**src/rtl/serial_priority_encoder.sv**
```systemverilog
// Serial priority encoder: takes an N-bit request vector over valid/ready
// and emits the index of each set bit, one beat at a time.
module serial_priority_encoder #(
  parameter  int N    = 8,
  parameter  int MODE = 0,
  localparam int W    = $clog2(N)
) (
  input  logic         clk,
  input  logic         rst_n,
  input  logic         in_valid,
  output logic         in_ready,
  input  logic [N-1:0] in_vec,
  output logic         out_valid,
  input  logic         out_ready,
  output logic [W-1:0] out_idx,
  output logic         out_last,
  output logic         out_none
);

  typedef enum logic {IDLE, EMIT} state_t;

  state_t       st, st_n;
  logic [N-1:0] pend, pend_n;
  logic         zflag, zflag_n;
  logic [W-1:0] ptr, ptr_n;
  logic [W-1:0] sel;
  logic [W-1:0] ptr_inc;
  logic         onehot;

  always_ff @(posedge clk or negedge rst_n) begin
    if (!rst_n) begin
      st    <= IDLE;
      pend  <= '0;
      zflag <= 1'b0;
      ptr   <= '0;
    end else begin
      st    <= st_n;
      pend  <= pend_n;
      zflag <= zflag_n;
      ptr   <= ptr_n;
    end
  end

  // Later matches overwrite earlier ones, so loop order sets priority.
  always_comb begin
    int j;
    sel = '0;
    j   = 0;
    if (MODE == 0) begin
      for (int i = 0; i < N; i++)
        if (pend[W'(i)]) sel = W'(i);
    end else if (MODE == 1) begin
      for (int i = N - 1; i >= 0; i--)
        if (pend[W'(i)]) sel = W'(i);
    end else begin
      for (int k = N - 1; k >= 0; k--) begin
        j = int'(ptr) + k;
        if (j >= N) j = j - N;
        if (pend[W'(j)]) sel = W'(j);
      end
    end
  end

  assign onehot  = (pend != '0) &&
                   ((pend & (pend - N'(1))) == '0);
  assign ptr_inc = (sel == W'(N - 1)) ? '0 : sel + W'(1);

  assign out_valid = (st == EMIT);
  assign in_ready  = (st == IDLE);
  assign out_last  = onehot | zflag;
  assign out_none  = zflag;
  assign out_idx   = zflag ? '0 : sel;

  always_comb begin
    st_n    = st;
    pend_n  = pend;
    zflag_n = zflag;
    ptr_n   = ptr;
    unique case (st)
      IDLE: begin
        if (in_valid) begin
          st_n = EMIT;
          if (in_vec == '0) zflag_n = 1'b1;
          else              pend_n  = in_vec;
        end
      end
      EMIT: begin
        if (out_ready) begin
          pend_n = pend & ~(N'(1) << sel);
          if (MODE == 2 && !zflag) ptr_n = ptr_inc;
          if (out_last) begin
            pend_n  = '0;
            zflag_n = 1'b0;
            st_n    = IDLE;
          end
        end
      end
    endcase
  end

endmodule

```
**config.mk**
```make
export PLATFORM = sky130hd
export DESIGN_NAME = serial_priority_encoder
export DESIGN_NICKNAME = d
export VERILOG_FILES = /design/src/rtl/serial_priority_encoder.sv
export SDC_FILE = /design/constraint.sdc
export NUM_CORES = 1
export LEC_CHECK = 0
export CORE_MARGIN = 1
export CORE_UTILIZATION = 52
export CTS_BUF_LIST = sky130_fd_sc_hd__clkbuf_8
export DETAILED_ROUTE_END_ITERATION = 10
export GPL_TIMING_DRIVEN = 1
export PLACE_DENSITY_LB_ADDON = 0.05
export SYNTH_ARGS = -nofsm -noshare
export SYNTH_HDL_FRONTEND = slang
export SYNTH_SLANG_ARGS = --single-unit
```
**constraint.sdc**
```tcl
create_clock -name clk -period 3.5 [get_ports clk]
set_input_delay 0.35 -clock clk [delete_from_list [all_inputs] [get_ports clk]]
set_output_delay 0.35 -clock clk [all_outputs]
set_load 0.01 [all_outputs]
```
==> flow_summary.toml <==
[status]
status = "finished, final reports clean"

[finish]
mostFrequentLayoutCell = "clkdlybuf4s50_1"
drive_gt1_share_pct = 13.04
syn_to_final_growth_pct = 29.26
nets = 105
final_cell_mix = "clkdlybuf4s50_1 (17), dfrtp_1 (10), nor2_1 (7)"
antenna_cells = 0

[die]
die_area_um2 = 1491
fp.dieH_um = 38.61
fp.dieW_um = 38.61
num_rows = 12
initial_core_util_pct = 59.51
num_io_pins = 19
core-area_um2 = 1171

[worst_setup_path]
crit_family = "simple AND/OR/NAND/NOR gates"
critPathLaunch = "pend[5]"
critPathRequiredTime_ns = 3.15
critPathCaptureType = "output port"
critPathSlowestCell = "clkdlybuf4s50_1"
cp.arrival_ns = 2.21
worstSetupPathType = "flip-flop to output port"
crit_path_start_kind = "flip-flop"
max_stage_delay_ns = 0.48
crit_fanout = 7
worst-path-buf-inv = 1
reg2reg_from = "out_valid"
crit_chain = "or2_1 > o221ai_1 > o22ai_1 > or3_1 > clkdlybuf4s50_1"

[power_and_ir_drop]
ir_drop_uv = 248.0
p_leak_nw = 0.3612
power.density_nw_per_um2 = 319.6

[global_route]
grt_pass1_wl_um = 2787
grt_pass1_vias = 628
grt_usage_pct = 27.67
antenna_found_initial = 0
grt_max_degree = 11
grt-ovfl-total = 0

[job]
cap_violations = 0

[drt]
dr_total_vias = 665
drt_iter0_drc = 25
ant_nets = 0
first_pass_iters = 4
vias_per_cell = 6.274
drt_wl_total_um = 1702
route.detailed.drc = 0
avgRoutedWirePerCell_um = 16.06

[yosys]
syn_inst = 76
synth_area_um2 = 696.9
synth-main-ff-cell = "dfrtp_1"
syn-num-nets = 88
synth_edf_count = 0
synth_cell_types = 33
ys_warn_count = 0
ys_seq_area_share_pct = 35.91
ys_ff_latch = 10
ys_async_sr_fraction_pct = 100.0
syn_area_per_cell_um2 = 9.170

[sta]
fmax_mhz = 390.1
fin_skew_ns = 0.0008503
hold_viol = 0
fin_ws_ns = 0.9369
maxSlewViolCount = 0
holdWs_ns = 0.4370
period_needed_ns = 2.563
grt_setup_unrepaired = "no"
worstMarginPinSlew_ns = 0.6952
fin_crit_sh_pct = 73.23
relSlewSlack_pct = 53.56
setup_tns_ns = 0
setup_viol = 0

[clock_tree]
clkSinkCount = 10
ctsRootBufferMaster = "clkbuf_8"
cts_hold_buf = 0
cts_tree = "done"
postCtsSetupBuffers = 0
cts_resized = 0
cts_max_path_buffers = 2
numCtsBuffers = 3
htreeDepth = 1
clkTransAtPathRegs_ns = 0.05
clkLatencyLatePin_ns = 0.24

[place]
place_ws_ns = 1.194
io_buffers = 17
post-dp-hpwl_um = 1180
gp_congestion = 0.7728

[hold_path]
hp-class = "input pin to async pin"
-- per-layer routing --
layer	global-route usage [%]	routed length, µm
met1	34.91	784
met2	45.00	819
met3	5.202	88
met4	12.93	10
met5	0	0
-- synthesized netlist by cell type (all sizes together), types with 3 or more instances --
library cell	instances	share of area, %
dfrtp	10	36
nor2	7	3.8
o21ai	7	8.3
inv	6	3.2
nand3	6	4.3
a21oi	4	2.9
a32oi	4	5.0
buf	3	4.3
nand3b	3	3.2
-- report_power, final --
part | switching [mW] | internal, mW
registers | 0.00000000253 | 0.116
clock network | 0.0499 | 0.0993
logic | 0.00923 | 0.0137
-- per-stage QoR --
step,cells,utilization [%],power (mW),area [µm²]
after floorplan,76,-,0.1242,696.9
after global placement,102,72.22,0.1402,845.8
after detailed placement,102,72.22,0.1404,845.8
after CTS,106,76.92,0.2897,900.9
after global routing,106,76.92,0.2966,900.9
final,106,76.92,0.2879,900.9
-- final cells by class --
cell class / count / area, µm²
fill: 83 / 270.3
inverter: 6 / 22.52
multi-input combinational: 55 / 385.4
sequential: 10 / 250.2
tap: 14 / 17.52
timing repair buffer: 17 / 170.2
clock buffer: 4 / 55.05
-- worst paths after layout --
check	cells after the start	slack (ns)	to
max	5	0.94	out_last
min	1	0.44	pend[5]
max reg2reg	4	1.83	pend[4]
min reg2reg	1	0.55	out_none
max in group asynchronous	1	2.74	out_none
min in group clk	1	0.55	out_none
-- flip-flops by register name, summed over array words and instances (netlist names) --
register and count:
out_none 1, out_valid 1, pend 8
-- kinds of logic after synthesis --
family	synth area share, %
compound gates	26.75
xor+xnor	2.514
buf+inv	8.796
flops	35.91
other cells	0.5381
simple gates	25.50
Power figures use the tool's default switching activity.
